==> src/rtl/drum_pkg.sv <==
// Shared constants, S1->S2 payload and truncation helper for the DRUM multiplier.
// Operand width, retained bits and tag width are set here; MANT_W widens under DRUM_EXACT_MODE_EN.
package drum_pkg;

  localparam int WIDTH = 16;
  localparam int K     = 5;
  localparam int TAG_W = 4;
  localparam int SH_W  = $clog2(2 * WIDTH);
  localparam int POS_W = $clog2(WIDTH);

`ifdef DRUM_EXACT_MODE_EN
  localparam int MANT_W = WIDTH;
`else
  localparam int MANT_W = K;
`endif

  typedef struct packed {
    logic [MANT_W-1:0] mant_a;
    logic [MANT_W-1:0] mant_b;
    logic [POS_W-1:0]  sh_a;
    logic [POS_W-1:0]  sh_b;
    logic [TAG_W-1:0]  tag;
  } s1_payload_t;

  // Keep the K bits below and including the leading one, forcing the LSB to 1 to unbias.
  function automatic logic [K-1:0] drum_trunc(input logic [WIDTH-1:0] x,
                                              input logic [POS_W-1:0] k);
    logic [WIDTH-1:0] sx;
    sx = x >> (k - POS_W'(K - 1));
    if (k >= POS_W'(K)) drum_trunc = sx[K-1:0] | {{(K-1){1'b0}}, 1'b1};
    else                drum_trunc = x[K-1:0];
  endfunction

endpackage

==> src/rtl/drum_mul_pipe_if.sv <==
// Operand/product handshake bundle; in_exact exists only under DRUM_EXACT_MODE_EN.
interface drum_mul_pipe_if;
  import drum_pkg::*;

  logic               in_valid;
  logic               in_ready;
  logic [WIDTH-1:0]   in_a;
  logic [WIDTH-1:0]   in_b;
  logic [TAG_W-1:0]   in_tag;
`ifdef DRUM_EXACT_MODE_EN
  logic               in_exact;
`endif
  logic               out_valid;
  logic               out_ready;
  logic [2*WIDTH-1:0] out_r;
  logic [TAG_W-1:0]   out_tag;

  modport master (
    output in_valid, in_a, in_b, in_tag,
`ifdef DRUM_EXACT_MODE_EN
    output in_exact,
`endif
    output out_ready,
    input  in_ready, out_valid, out_r, out_tag
  );

  modport slave (
    input  in_valid, in_a, in_b, in_tag,
`ifdef DRUM_EXACT_MODE_EN
    input  in_exact,
`endif
    input  out_ready,
    output in_ready, out_valid, out_r, out_tag
  );

endinterface

==> src/rtl/drum_lod_enc.sv <==
// Leading-one detector: position of the highest set bit (0 for a zero input) and a nonzero flag.
module drum_lod_enc #(
  parameter int WIDTH = 16
) (
  input  logic [WIDTH-1:0]         x_i,
  output logic [$clog2(WIDTH)-1:0] pos_o,
  output logic                     nz_o
);

  always_comb begin
    pos_o = '0;
    nz_o  = 1'b0;
    for (int i = 0; i < WIDTH; i++) begin
      if (x_i[i]) begin
        pos_o = ($clog2(WIDTH))'(i);
        nz_o  = 1'b1;
      end
    end
  end

endmodule

==> src/rtl/drum_mul_pipe.sv <==
// 3-stage DRUM approximate multiplier (LOD/truncate, K x K multiply, shift) with valid/ready.
// Build option DRUM_EXACT_MODE_EN adds a per-pair in_exact bypass to a full WIDTH x WIDTH product.
module drum_mul_pipe
  import drum_pkg::*;
(
  input  logic           clk,
  input  logic           rst_n,
  drum_mul_pipe_if.slave bus
);

  logic                  v1_q, v2_q, v3_q;
  logic                  ld1, ld2, ld3;
  logic [POS_W-1:0]      pos_a, pos_b;
  logic                  nz_a, nz_b;
  s1_payload_t           s1_d, s1_q;
  logic [2*MANT_W-1:0]   prod_d, prod_q;
  logic [SH_W-1:0]       sh_d, sh_q;
  logic [TAG_W-1:0]      tag2_q;
  logic [2*WIDTH-1:0]    out_r_d, out_r_q;
  logic [TAG_W-1:0]      out_tag_q;

  // Ready ripples back combinationally from out_ready so a full pipe still streams.
  assign ld3          = !v3_q || bus.out_ready;
  assign ld2          = !v2_q || ld3;
  assign ld1          = !v1_q || ld2;
  assign bus.in_ready = rst_n && ld1;

  drum_lod_enc #(.WIDTH(WIDTH)) u_lod_a (.x_i(bus.in_a), .pos_o(pos_a), .nz_o(nz_a));
  drum_lod_enc #(.WIDTH(WIDTH)) u_lod_b (.x_i(bus.in_b), .pos_o(pos_b), .nz_o(nz_b));

  always_comb begin
    s1_d        = '0;
    s1_d.tag    = bus.in_tag;
    s1_d.mant_a = MANT_W'(drum_trunc(bus.in_a, pos_a));
    s1_d.mant_b = MANT_W'(drum_trunc(bus.in_b, pos_b));
    s1_d.sh_a   = (nz_a && pos_a >= POS_W'(K)) ? pos_a - POS_W'(K - 1) : '0;
    s1_d.sh_b   = (nz_b && pos_b >= POS_W'(K)) ? pos_b - POS_W'(K - 1) : '0;
`ifdef DRUM_EXACT_MODE_EN
    if (bus.in_exact) begin
      s1_d.mant_a = bus.in_a;
      s1_d.mant_b = bus.in_b;
      s1_d.sh_a   = '0;
      s1_d.sh_b   = '0;
    end
`endif
  end

  assign prod_d  = (2*MANT_W)'(s1_q.mant_a) * (2*MANT_W)'(s1_q.mant_b);
  assign sh_d    = SH_W'(s1_q.sh_a) + SH_W'(s1_q.sh_b);
  assign out_r_d = (2*WIDTH)'(prod_q) << sh_q;

  always_ff @(posedge clk) begin
    if (!rst_n) begin
      v1_q      <= 1'b0;
      v2_q      <= 1'b0;
      v3_q      <= 1'b0;
      out_r_q   <= '0;
      out_tag_q <= '0;
    end else begin
      if (ld1) v1_q <= bus.in_valid;
      if (ld2) v2_q <= v1_q;
      if (ld3) begin
        v3_q      <= v2_q;
        out_r_q   <= out_r_d;
        out_tag_q <= tag2_q;
      end
    end
  end

  // Internal stage payloads need no reset: the stage valids gate them.
  always_ff @(posedge clk) begin
    if (ld1) s1_q <= s1_d;
    if (ld2) begin
      prod_q <= prod_d;
      sh_q   <= sh_d;
      tag2_q <= s1_q.tag;
    end
  end

  assign bus.out_valid = v3_q;
  assign bus.out_r     = out_r_q;
  assign bus.out_tag   = out_tag_q;

endmodule
==> src/flat_wrapper.sv <==
// flat-port wrapper written by rule: the top's interface ports become plain ports
module drum_mul_pipe_flat import drum_pkg::*;
  (clk, rst_n, bus_in_valid, bus_in_a, bus_in_b, bus_in_tag, bus_out_ready, bus_in_ready, bus_out_valid, bus_out_r, bus_out_tag);
  drum_mul_pipe_if bus_i ();
  input  logic clk;
  input  logic rst_n;
  input wire logic [$bits(bus_i.in_valid)-1:0] bus_in_valid;
  input wire logic [$bits(bus_i.in_a)-1:0] bus_in_a;
  input wire logic [$bits(bus_i.in_b)-1:0] bus_in_b;
  input wire logic [$bits(bus_i.in_tag)-1:0] bus_in_tag;
  input wire logic [$bits(bus_i.out_ready)-1:0] bus_out_ready;
  output wire logic [$bits(bus_i.in_ready)-1:0] bus_in_ready;
  output wire logic [$bits(bus_i.out_valid)-1:0] bus_out_valid;
  output wire logic [$bits(bus_i.out_r)-1:0] bus_out_r;
  output wire logic [$bits(bus_i.out_tag)-1:0] bus_out_tag;
  assign bus_i.in_valid = bus_in_valid;
  assign bus_i.in_a = bus_in_a;
  assign bus_i.in_b = bus_in_b;
  assign bus_i.in_tag = bus_in_tag;
  assign bus_i.out_ready = bus_out_ready;
  assign bus_in_ready = bus_i.in_ready;
  assign bus_out_valid = bus_i.out_valid;
  assign bus_out_r = bus_i.out_r;
  assign bus_out_tag = bus_i.out_tag;
  drum_mul_pipe u_core (.clk(clk), .rst_n(rst_n), .bus(bus_i));
endmodule
==> config.mk <==
export PLATFORM = sky130hd
export DESIGN_NAME = drum_mul_pipe_flat
export DESIGN_NICKNAME = d
export VERILOG_FILES = /design/src/rtl/drum_pkg.sv /design/src/rtl/drum_mul_pipe_if.sv /design/src/rtl/drum_lod_enc.sv /design/src/rtl/drum_mul_pipe.sv /design/src/flat_wrapper.sv
export SDC_FILE = /design/constraint.sdc
export NUM_CORES = 1
export LEC_CHECK = 0
export ABC_CLOCK_PERIOD_IN_PS = 3600
export CAP_MARGIN = 20
export CORE_MARGIN = 4
export CORE_UTILIZATION = 56
export CTS_CLUSTER_SIZE = 12
export DETAILED_ROUTE_END_ITERATION = 8
export PLACE_DENSITY = 0.81
export SLEW_MARGIN = 20
export SYNTH_ARGS = -nofsm -noshare
export SYNTH_HDL_FRONTEND = slang
export SYNTH_SLANG_ARGS = --single-unit
==> constraint.sdc <==
create_clock -name clk -period 3.6 [get_ports clk]
set_input_delay 0.72 -clock clk [delete_from_list [all_inputs] [get_ports clk]]
set_output_delay 0.72 -clock clk [all_outputs]
set_load 0.02 [all_outputs]
==> impl_metrics.yaml <==
outcome:
  status: "finished clean"
route:
  postRouteWirelength_um: 13400
  vias_per_cell: 5.952
  remaining_drc_errors: 0
  drt-met1-wl_um: 5533
  wl_met2_um: 6861
  wire_per_inst_um: 15.96
  num_vias: 5000
  route.met3.wl_um: 709
  drt-initial-drc-count: 350
  highest_layer: "met4"
  firstDrtPassIters: 6
  ant_nets: 0
critical_path:
  rr_worst_depth: 11
  crit_path_cell_trace: "nand2_1 -> fa_1 -> fa_1 -> fa_1 -> inv_1 -> ha_1 -> a21oi_2 -> o21bai_1 -> a21oi_2 -> o21ai_0 -> xor2_1"
  reg2reg_slack_ns: 0.16
  crit_path_max_incr_delay_ns: 0.55
  crit_type: "flop to flop"
  worstPathMaxFanout: 5
  worstPathArrival_ns: 3.54
  cpMaxStageDelayCell: "fa_1"
  startpoint_type: "flop"
  critPathRequiredTime_ns: 3.71
  rr_startpoint: "u_core.s1_q[15]$_DFFE_PN_"
  worst_path_most_repeated_cell: "fa_1"
  end_kind: "flop"
  r2r-end: "u_core.prod_q[9]$_DFFE_PP_"
timing:
  fin_crit_ns: 3.438
  post-route-period-util_pct: 95.51
  final_max_slew_viol_count: 0
  clock.fmax_mhz: 290.8
  relSlewSlack_pct: 45.79
  setup_violations: 0
  finClkSkew_ns: 0.02645
  setup-tns-final_ns: 0
  hold_viol_final: 0
  hold_ws_ns: 0.4279
  worst_slew_pin_slew_ns: 0.8112
  grt_setup_unrepaired: "yes"
placement:
  io_buffers: 77
  dp_hpwl_um: 10460
  place_area_um2: 6584
  place.gp.congestion: 0.9320
cells_and_area:
  layout_commonest_cell: "clkdlybuf4s50_1"
  final_cell_area_um2: 6822
  final_cell_mix: "clkdlybuf4s50_1 (77), nor2_1 (51), nand2_1 (48)"
  nets: 776
  syn2layout_area_growth_pct: 21.94
  fin_util_pct: 70.11
  seq_area_um2: 2012
  multiInputGateArea_um2: 3311
  nFillCells: 827
  n_antenna_cell: 0
  drive_above_1_share_pct: 10.33
global_route:
  grt_antenna_before_repair: 0
  grt_pass1_vias: 4704
  track_usage_pct: 23.42
  grt_overflow: 0
  grt_pass1_wl_um: 22050
  grt_max_degree: 40
synth:
  synth_seq_cells: 80
  synth.distinct_cells: 74
  yosys_warnings: 0
  synth_compound_area_share_pct: 21.63
  synth-adder-area-share_pct: 8.947
  synthMuxAreaShare_pct: 6.643
  ys_async_sr_fraction_pct: 0
  synth-edff-count: 41
  syn_inst: 619
  syn_area_um2: 5594
  synth_xor_area_share_pct: 1.253
  ys.flop_type: "edfxtp_1"
  synth-simple-area-share_pct: 20.49
  synth_top_family_by_area: "compound AO/OA/AOI/OAI gates"
  avgSynthCellArea_um2: 9.037
  synth_seq_area_share_pct: 35.97
  synthesis.nets: 693
clocking:
  htree_levels: 3
  worstSkewPairLatency_ns: 0.37
  clk_pin_slew_ns: 0.09
  clock_path_buffers: 2
  clock_sinks: 80
  hold_buffers: 0
  tritoncts: "yes"
  clockRootBuffer: "clkbuf_8"
  cts_made_buffers: 9
floorplan:
  ioPinCount: 78
  die_y_um: 107.9
  core_area_um2: 9729
  start_util_pct: 57.50
  rows: 36
  fp.dieW_um: 107.9
  die_area_um2: 11650
power:
  power_density_nw_per_um2: 495.1
  ir_drop_mv: 0.2689
  p_total_mw: 3.377
  p_leak_nw: 2.756
worst_hold_path:
  hold_path_class: "flop to flop"
  worstHoldPathCells: 0
  hp-start: "u_core.s1_q[3]$_DFFE_PN_"
  holdPathEnd: "u_core.tag2_q[3]$_DFFE_PP_"
job:
  cap_violations: 0
==> worst max-delay path by stage <==
stage,start,to,slack [ns],cells past startpoint
after floorplan,u_core.s1_q[15]$_DFFE_PN_,u_core.prod_q[9]$_DFFE_PP_,0.27,11
after global placement,u_core.s1_q[16]$_DFFE_PN_,u_core.prod_q[9]$_DFFE_PP_,0.19,11
after detailed placement,u_core.s1_q[15]$_DFFE_PN_,u_core.prod_q[9]$_DFFE_PP_,0.06,11
after CTS,u_core.s1_q[15]$_DFFE_PN_,u_core.prod_q[9]$_DFFE_PP_,0.07,11
after global routing,u_core.s1_q[16]$_DFFE_PN_,u_core.prod_q[9]$_DFFE_PP_,-0.06,11
final,u_core.s1_q[15]$_DFFE_PN_,u_core.prod_q[9]$_DFFE_PP_,0.16,11
==> layout make-up <==
class                           count  area share [%]
Multi-Input combinational cell    469           48.53
Clock buffer                       11           2.238
Sequential cell                    80           29.49
Clock inverter                      5          0.8804
Tap cell                          133           2.439
Inverter                           37           2.036
Timing Repair Buffer              105           14.38
==> timing repair <==
action                                  4_1_cts  5_1_grt
resized for setup                             0        3
endpoints found under the setup margin        0        2
setup buffers                                 0        2
==> synth_stat cells (4+ instances only) <==
cell type,number,share of area [%]
a21boi_0,5,0.67
a21oi_1,34,3.0
o311ai_0,4,0.63
a221oi_1,4,0.63
and2_1,23,2.6
o31ai_1,8,1.1
nand2_1,48,3.2
nand4_1,5,0.56
mux2_2,7,1.4
o211a_1,5,0.89
buf_2,14,1.3
a21o_1,4,0.54
o31a_1,4,0.63
nor2b_1,33,3.7
dfxtp_1,39,14
or3_1,5,0.56
edfxtp_1,41,22
ha_1,24,5.4
o21bai_1,4,0.54
nand2b_1,11,1.2
xnor2_1,6,0.94
nor3_1,12,1.1
mux2i_1,21,3.8
o21ai_0,31,2.8
a22oi_1,22,3.0
nand3_1,13,1.2
nor2_1,52,3.5
a31oi_1,5,0.56
inv_1,36,2.4
o21a_1,4,0.54
clkbuf_1,18,1.2
fa_1,10,3.6
o22ai_1,6,0.67
==> per-layer routing <==
metal / vias to the layer above / track usage, %
met5: - / 0
met4: 0 / 7.935
met3: 28 / 3.522
met2: 193 / 40.85
met1: 2340 / 29.76
li1: 2439 / -
==> flip-flops by register name (all words and copies together) (netlist names) <==
register / count
u_core.bus.out_r: 32
u_core.s1_q: 22
u_core.prod_q: 10
u_core.sh_q: 5
u_core.bus.out_tag: 4
u_core.tag2_q: 4
u_core.bus.out_valid: 1
u_core.v1_q: 1
u_core.v2_q: 1
==> cells by family (layout without fill, tap and decap cells) <==
| logic type | count (synthesis) | in the layout |
|---|---|---|
| XOR/XNOR | 8 | 8 |
| adder cells (fa/ha/maj) | 34 | 34 |
| AND/OR/NAND/NOR | 222 | 222 |
| flip-flops | 80 | 80 |
| multiplexers | 32 | 32 |
| AO/OA/AOI/OAI | 173 | 173 |
| buffers and inverters | 70 | 158 |
==> where the power goes <==
part	internal, mW	switching, mW	leakage [nW]
Combinational	0.665	0.739	1.91
Sequential	1.14	0.132	0.736
Clock	0.367	0.334	0.110
Total	2.17	1.21	2.76
==> critical path: cells and delay by family (launching register included) <==
| kind | cells | cell delay [ns] |
|---|---|---|
| adders and majority gates | 4 | 1.85 |
| and+or+nand+nor | 1 | 0.12 |
| AOI/OAI and AO/OA | 4 | 0.58 |
| buffers and inverters | 1 | 0.04 |
| xor gates and xnor gates | 1 | 0.15 |
| DFF | 1 | 0.44 |
==> per-stage QoR <==
step / setup WS [ns] / instances
2_1_floorplan: 0.2664 / 619
3_3_place_gp: 0.1910 / 822
3_5_place_dp: 0.06360 / 822
4_1_cts: 0.06581 / 838
5_1_grt: -0.05673 / 840
6_report: 0.1615 / 840
Note: power is estimated with default switching activity, not from simulation.
